[src/rtl/receptor_serial.sv]
// receptor_serial: UART-style serial receiver that feeds a downstream registrador.
// Frame: start, 8 data bits LSB first, optional even parity (PARIDADE_EN), stop.
module receptor_serial #(
  parameter int CICLOS_POR_BIT = 4
) (
  input  logic       clk,
  input  logic       rst,
  input  logic       rx,
  output logic [7:0] d,
  output logic       en,
  output logic       ocupado,
  output logic       erro
);

  // Compare points for the 8-bit baud counter.
  localparam logic [7:0] FULL = 8'(CICLOS_POR_BIT - 1);
  localparam logic [7:0] HALF = 8'((CICLOS_POR_BIT / 2) - 1);

  typedef enum logic [2:0] {
    IDLE     = 3'd0,
    START    = 3'd1,
    DATA     = 3'd2,
`ifdef PARIDADE_EN
    PARIDADE = 3'd3,
`endif
    STOP     = 3'd4
  } state_t;

  state_t     state;
  logic       s1;
  logic       rxs;
  logic       rxs_d;
  logic [7:0] cnt;
  logic [2:0] bit_cnt;
  logic [7:0] sh;
  logic       frame_ok;

`ifdef PARIDADE_EN
  logic       par_err;

  // Stop bit valid and parity matched.
  assign frame_ok = rxs & ~par_err;
`else
  // Stop bit valid.
  assign frame_ok = rxs;
`endif

  // Two-flop synchronizer plus a delayed copy for falling-edge detection.
  always_ff @(posedge clk or posedge rst) begin
    if (rst) begin
      s1    <= 1'b1;
      rxs   <= 1'b1;
      rxs_d <= 1'b1;
    end else begin
      s1    <= rx;
      rxs   <= s1;
      rxs_d <= rxs;
    end
  end

  // Frame FSM; every output is registered here.
  always_ff @(posedge clk or posedge rst) begin
    if (rst) begin
      state   <= IDLE;
      cnt     <= 8'd0;
      bit_cnt <= 3'd0;
      sh      <= 8'h00;
      d       <= 8'h00;
      en      <= 1'b0;
      ocupado <= 1'b0;
      erro    <= 1'b0;
`ifdef PARIDADE_EN
      par_err <= 1'b0;
`endif
    end else begin
      en <= 1'b0;
      case (state)
        IDLE: begin
          cnt <= 8'd0;
          if (rxs_d && !rxs) begin
            state   <= START;
            ocupado <= 1'b1;
          end
        end
        START: begin
          if (cnt == HALF) begin
            cnt <= 8'd0;
            if (!rxs) begin
              state   <= DATA;
              bit_cnt <= 3'd0;
            end else begin
              state   <= IDLE;
              ocupado <= 1'b0;
            end
          end else begin
            cnt <= cnt + 8'd1;
          end
        end
        DATA: begin
          if (cnt == FULL) begin
            cnt     <= 8'd0;
            sh      <= {rxs, sh[7:1]};
            bit_cnt <= bit_cnt + 3'd1;
            if (bit_cnt == 3'd7) begin
`ifdef PARIDADE_EN
              state <= PARIDADE;
`else
              state <= STOP;
`endif
            end
          end else begin
            cnt <= cnt + 8'd1;
          end
        end
`ifdef PARIDADE_EN
        PARIDADE: begin
          if (cnt == FULL) begin
            cnt     <= 8'd0;
            par_err <= rxs ^ (^sh);
            state   <= STOP;
          end else begin
            cnt <= cnt + 8'd1;
          end
        end
`endif
        STOP: begin
          if (cnt == FULL) begin
            cnt     <= 8'd0;
            state   <= IDLE;
            ocupado <= 1'b0;
            if (frame_ok) begin
              d    <= sh;
              en   <= 1'b1;
              erro <= 1'b0;
            end else begin
              erro <= 1'b1;
            end
          end else begin
            cnt <= cnt + 8'd1;
          end
        end
        default: begin
          state   <= IDLE;
          cnt     <= 8'd0;
          ocupado <= 1'b0;
        end
      endcase
    end
  end

endmodule

[config.mk]
export PLATFORM = sky130hd
export DESIGN_NAME = receptor_serial
export DESIGN_NICKNAME = d
export VERILOG_FILES = /design/src/rtl/receptor_serial.sv
export SDC_FILE = /design/constraint.sdc
export NUM_CORES = 1
export LEC_CHECK = 0
export ABC_AREA = 1
export CAP_MARGIN = 25
export CORE_MARGIN = 1.5
export CORE_UTILIZATION = 50
export CTS_CLUSTER_DIAMETER = 40
export CTS_CLUSTER_SIZE = 16
export DETAILED_ROUTE_END_ITERATION = 10
export PLACE_DENSITY = 0.71
export SLEW_MARGIN = 20
export SYNTH_ARGS = -nofsm -noshare
export SYNTH_HDL_FRONTEND = slang
export SYNTH_SLANG_ARGS = --single-unit
[constraint.sdc]
create_clock -name clk -period 2.25 [get_ports clk]
set_input_delay 0.225 -clock clk [delete_from_list [all_inputs] [get_ports clk]]
set_output_delay 0.225 -clock clk [all_outputs]
set_load 0.01 [all_outputs]
==> results.tsv, run 1 <==
stage	metric	value	unit
yosys	yosys_warnings	0	
clock_network	clkTransAtPathRegs	0.11	ns
yosys	ys_seq_area_share	55.70	%
sta	finalClockSkew	0.01112	ns
routing	drcViolationCount	0	
sta	max_freq	615.0	MHz
critical_path	critPathMaxFanout	8	
clock_network	numCtsBuffers	5	
floorplan	design.die.area	0.003599	sq mm
critical_path	cp_slowest_cell	dfrtp_1	
placed_design	place_ws	0.6182	ns
power_and_ir_drop	ir_drop	664.0	uV
routing	vias	1110	
clock_network	worstSkewPairLatency	0.35	ns
critical_path	cp.required	2.47	ns
routing	antenna_left	0	
sta	worstMarginPinSlew	0.4395	ns
yosys	syn_avg_cell_area	9.553	sq um
cells_and_area	final_cell_mix	nand2_1 (37), dfrtp_1 (33), nor2_1 (23)	
sta	rsz0062_at_grt	no	
critical_path	arrival	1.85	ns
floorplan	core_area	0.003078	sq mm
yosys	synthDistinctLibCells	22	
power_and_ir_drop	pwr_density_cell	1003	mW/mm^2
cells_and_area	drive_gt1_share	16.32	%
job	max_cap_viol_count	0	
placed_design	place_congestion	0.8054	
sta	relSlewSlack	70.70	%
sta	layout_min_cycle_time	1.626	ns
worst_hold_path	min_path_type	primary input to asynchronous set/reset pin	
cells_and_area	areaGrowthSynthToFinish	16.80	%
critical_path	crit_buf_inv	1	
cells_and_area	n_antenna_cell	0	
global_route	grt_max_degree	37	
sta	maxSlewViolCount	0	
sta	period_share	72.27	%
floorplan	initial_core_util	52.76	%
routing	viasPerCell	4.744	
clock_network	cts_resized	0	
clock_network	cts_setup_buffers	0	
critical_path	cpLargestDelayFamily	simple AND/OR/NAND/NOR gates	
clock_network	cts_sinks	36	
yosys	synth_nets	177	
clock_network	htreeDepth	2	
yosys	syn_inst	170	
sta	setup_violations	0	
clock_network	hold_buffers	0	
sta	hold_viol	0	
cells_and_area	final_nets	196	
clock_network	clk_path_buf_depth	2	
floorplan	rows	20	
critical_path	crit_chain	ha_1 -> nand2_4 -> o21ai_2 -> inv_1 -> nor3_4 -> nor2_1	
power_and_ir_drop	p_leak	0.9402	nW
critical_path	worstSetupStartpointType	flip-flop	
outcome	status	complete, no violations	
cells_and_area	layout_commonest_cell	nand2_1	
global_route	grt_pass1_wl	4616	um
routing	post_drt_wl_per_cell	11.53	um
yosys	syn_area	0.001624	sq mm
placed_design	hpwl	1931	um
sta	timing.final.ws_setup	0.6239	ns
sta	hold_slack	0.2642	ns
floorplan	die_h	59.99	um
global_route	grtUsageTotal	17.99	%
global_route	gr-total-overflow	0	
critical_path	crit_path_end_kind	flip-flop	
critical_path	worst_path_largest_cell_delay	0.40	ns
global_route	antenna_found_initial	0	
floorplan	num_io_pins	14	
global_route	grt_pass1_vias	1053	
clock_network	cts_root_buf	clkbuf_4	
sta	tns	0	ns
routing	drt_first_pass_iters	4	
floorplan	die_x	59.99	um
critical_path	critPathKind	flip-flop to flip-flop	
clock_network	cts_tree	done	
yosys	synth_seq_cells	36	
routing	drt_wl_total	2699	um
placed_design	numPortBuffers	13	
routing	drt-initial-drc-count	46	
sequential cells by signal (all words and copies together) (netlist names):
| register | cells |
|---|---|
| cnt | 8 |
| d | 8 |
| sh | 8 |
| bit_cnt | 3 |
| state | 3 |
| en | 1 |
| erro | 1 |
| frame_ok | 1 |
| ocupado | 1 |
| rxs_d | 1 |
| s1 | 1 |
layout make-up:
type                       count  area (sq um)
tap                           44         55.05
clock inverter                 1         30.03
fill                         266          1181
inverter                      21         78.83
multi-input combinational    111         625.6
sequential                    36         904.6
clock buffer                   7         65.06
timing repair buffer          14         137.6
kinds of logic (layout without fill, tap and decap cells):
group | count (synthesis) | after routing | synth area share (%)
XOR/XNOR | 6 | 6 | 3.236
flip-flops | 36 | 36 | 55.70
buffers and inverters | 23 | 43 | 5.778
adder cells (fa/ha/maj) | 4 | 4 | 3.082
AO/OA/AOI/OAI | 19 | 19 | 7.704
AND/OR/NAND/NOR | 82 | 82 | 24.50
path summary, 6_finish.rpt:
path / from / endpoint / slack [ns] / depth (start not counted)
worst min register to register: s1 / frame_ok / 0.36 / 0
worst min-delay path: rst / cnt[4] / 0.26 / 3
min in group clk: rx / s1 / 0.28 / 1
max in group asynchronous: rst / rxs_d / 1.64 / 3
worst max register to register: cnt[0] / cnt[6] / 0.62 / 6
worst max-delay path: cnt[0] / cnt[6] / 0.62 / 6
cell usage after synthesis, drive strengths merged:
cell     n  area share, %
nand2   43             11
dfrtp   33             51
nor2    26            7.9
clkbuf   1           0.23
inv     21            4.9
nand4    4            1.5
dfstp    3            4.9
nor3     1            1.0
ha       4            3.1
o21ai   19            7.7
xor2     4            2.2
nand3    7            2.2
or2      1           0.39
xnor2    2            1.1
buf      1           0.69
per-stage QoR:
step                      utilization, %  cells  instance area, sq um  power, mW
after floorplan                        -    170                  1624      1.293
after global placement             58.54    226                  1802      1.385
after detailed placement           58.54    226                  1802      1.413
after CTS                          61.63    234                  1897      1.926
after global routing               61.63    234                  1897      2.043
final                              61.63    234                  1897      1.903
power breakdown:
| part | total (mW) | switching (mW) | internal [mW] |
|---|---|---|---|
| clock network | 0.511 | 0.216 | 0.295 |
| logic | 0.491 | 0.299 | 0.192 |
| registers | 0.901 | 0.113 | 0.788 |
| total | 1.90 | 0.628 | 1.27 |
routing by layer:
metal	GRT usage [%]	wire length [um]	vias up
met5	0	0	-
met2	26.09	1275	17
met4	10.48	53	0
met1	24.22	1284	516
li1	-	-	572
met3	4.762	84	5
worst min-delay path, stage by stage:
cell and delay, ns:
clkdlybuf4s50_1 0.39, inv_1 0.05, buf_4 0.38
Power figures use the tool's default switching activity.
==> inputs of run 2 (changes only) <==
clock period = 1.61 ns   (was 2.25 ns; I/O delays follow)
==> results.tsv, run 2 (same netlist as run 1, synthesis figures left out) <==
stage	metric	value	unit	change
outcome	status	complete, no violations		
sta	finalClockSkew	0.01360	ns	+0.002489 ns
power_and_ir_drop	comb_power_share	28.6	%	+2.8 points
power_and_ir_drop	p_switching	0.8983	mW	+43%
cells_and_area	final_cell_mix	nand2_1 (37), dfrtp_1 (33), nor2_1 (22)		
cells_and_area	fin_area	0.001921	sq mm	+1.3%
clock_network	numCtsBuffers	5		unchanged
routing	vias	1160		+4.5%
clock_network	cts_root_buf	clkbuf_4		
job	max_cap_viol_count	0		unchanged
critical_path	arrival	1.70	ns	-0.15 ns
worst_hold_path	min_path_type	primary input to asynchronous set/reset pin		
placed_design	dp_cells	228		+0.88%
power_and_ir_drop	p_int	1.740	mW	+36%
routing	drt_first_pass_iters	4		unchanged
critical_path	critPathKind	flip-flop to flip-flop		
critical_path	cp_slowest_cell	dfrtp_1		
power_and_ir_drop	ir_drop	1118	uV	+68%
critical_path	worst_path_largest_cell_delay	0.40	ns	about the same
clock_network	htreeDepth	2		unchanged
routing	post_drt_wl_per_cell	11.55	um	+0.12%
floorplan	die_x	59.99	um	unchanged
cells_and_area	n_antenna_cell	0		unchanged
floorplan	initial_core_util	52.76	%	unchanged
sta	period_share	92.41	%	+20 points
cells_and_area	layout_commonest_cell	nand2_1		
critical_path	worstSetupStartpointType	flip-flop		
critical_path	critPathMaxFanout	8		unchanged
global_route	grt_pass1_wl	4795	um	+3.9%
placed_design	place_area	0.001817	sq mm	+0.83%
sta	maxSlewViolCount	0		unchanged
cells_and_area	final_nets	201		+2.6%
critical_path	startpoint	cnt[0]		
cells_and_area	n_fill_cell	270		+1.5%
global_route	antenna_found_initial	0		unchanged
cells_and_area	areaGrowthSynthToFinish	18.26	%	
floorplan	die_h	59.99	um	unchanged
clock_network	cts_sinks	36		unchanged
global_route	grt_pass1_vias	1151		+9.3%
sta	relSlewSlack	71.29	%	+0.59 points
routing	drcViolationCount	0		unchanged
power_and_ir_drop	pwr_density_cell	1374	mW/mm^2	+37%
power_and_ir_drop	p_leak	0.9564	nW	+1.7%
floorplan	num_io_pins	14		unchanged
clock_network	clkTransAtPathRegs	0.11	ns	about the same
sta	worstMarginPinSlew	0.4306	ns	-0.008917 ns
routing	drt_wl_total	2760	um	+2.3%
routing	antenna_left	0		unchanged
cells_and_area	largest_registers	cnt (8), d (8), sh (8)		
routing	drt-initial-drc-count	19		-59%
power_and_ir_drop	p_clk_share	23.4	%	-3.4 points
clock_network	hold_buffers	0		unchanged
critical_path	crit_chain	ha_1 -> nand2_4 -> o21ai_2 -> inv_1 -> nor3_4 -> nor2_1		
floorplan	rows	20		unchanged
sta	max_freq	672.2	MHz	+9.3%
cells_and_area	final_cells	239		+2.1%
clock_network	worstSkewPairLatency	0.34	ns	about the same
critical_path	crit_path_end_kind	flip-flop		
sta	hold_slack	0.2078	ns	-0.05636 ns
cells_and_area	drive_gt1_share	18.46	%	+2.1 points
power_and_ir_drop	p_seq_share	48.0	%	+0.7 points
global_route	grt_max_degree	37		unchanged
sta	hold_viol	0		unchanged
clock_network	cts_tree	done		
critical_path	timing.rr.start	cnt[0]		
floorplan	design.die.area	0.003599	sq mm	unchanged
placed_design	numPortBuffers	13		unchanged
routing	viasPerCell	4.854		+2.3%
power_and_ir_drop	swShare	34.05	%	+1.1 points
placed_design	hpwl	1941	um	+0.50%
critical_path	cp.required	1.83	ns	-0.64 ns
sta	setup_violations	0		unchanged
floorplan	core_area	0.003078	sq mm	unchanged
global_route	grtUsageTotal	18.48	%	+0.49 points
sta	layout_min_cycle_time	1.488	ns	-0.1383 ns
clock_network	clk_path_buf_depth	2		unchanged
global_route	gr-total-overflow	0		unchanged
placed_design	place_congestion	0.7781		-3.4%
-- run 2: cell count changes in the layout (fill, tap and decap cells not counted), sizes merged --
cell / previous run / this run
clkbuf: 7 / 6
buf: 1 / 6
clkinv: 0 / 1
-- run 2: repair_timing --
item | in CTS | in global routing
gates resized for setup | 0 | 3
endpoints found under the setup margin | 0 | 14
buffers inserted | 0 | 3
-- run 2: final timing paths --
path / endpoint / slack, ns / cells past startpoint
min in group clk: s1 / 0.21 / 1
worst min register to register: rxs_d / 0.36 / 0
worst min-delay path: cnt[3] / 0.21 / 3
worst max register to register: cnt[6] / 0.12 / 6
max in group asynchronous: frame_ok / 1.05 / 3
worst max-delay path: cnt[6] / 0.12 / 6
-- run 2: routing by layer --
layer | share of wire (%) | GRT usage (%) | vias to the layer above
met5 | 0 | 0 | -
met1 | 44 | 23.31 | 535
met2 | 50 | 29.35 | 32
met3 | 4.0 | 4.545 | 6
met4 | 2.0 | 9.524 | 0
li1 | - | - | 587
-- run 2: metrics by stage --
stage / total power [mW] / setup TNS, ns / setup WS, ns / utilization, %
floorplan: 1.807 / 0 / 0.1653 / -
global route: 2.827 / -0.009457 / -0.004806 / 62.40
finish: 2.638 / 0 / 0.1223 / 62.40
detailed placement: 1.997 / 0 / 0.1137 / 59.02
global placement: 1.959 / 0 / 0.1495 / 59.02
CTS: 2.630 / 0 / 0.08949 / 61.50
-- run 2: power groups by stage --
stage	sequential (mW)	combinational, mW	clock (mW)
global route	1.29	0.865	0.672
CTS	1.27	0.724	0.638
global placement	1.27	0.691	0
finish	1.27	0.754	0.618
detailed placement	1.28	0.715	0
floorplan	1.25	0.555	0
-- run 2: final cells by class --
| cell class | instances | area, sq um | area share [%] |
|---|---|---|---|
| Sequential cell | 36 | 904.6 | 47.10 |
| Clock buffer | 6 | 41.29 | 2.150 |
| Multi-Input combinational cell | 111 | 628.1 | 32.70 |
| Tap cell | 44 | 55.05 | 2.866 |
| Inverter | 21 | 81.33 | 4.235 |
| Clock inverter | 2 | 35.03 | 1.824 |
| Timing Repair Buffer | 19 | 175.2 | 9.121 |
-- run 2: worst max-delay path: cells and delay by family (launching register included) --
family	cells	cell delay (ns)
DFF	1	0.40
and+or+nand+nor	3	0.49
AOI/OAI and AO/OA	1	0.16
adders and majority gates	1	0.23
buffers and inverters	1	0.09
==> inputs of run 3 (changes only) <==
ABC_CLOCK_PERIOD_IN_PS = 1610   (was default)
==> results of run 3 <==
The final DEF is identical to that of run 2; final timing and power are the same.
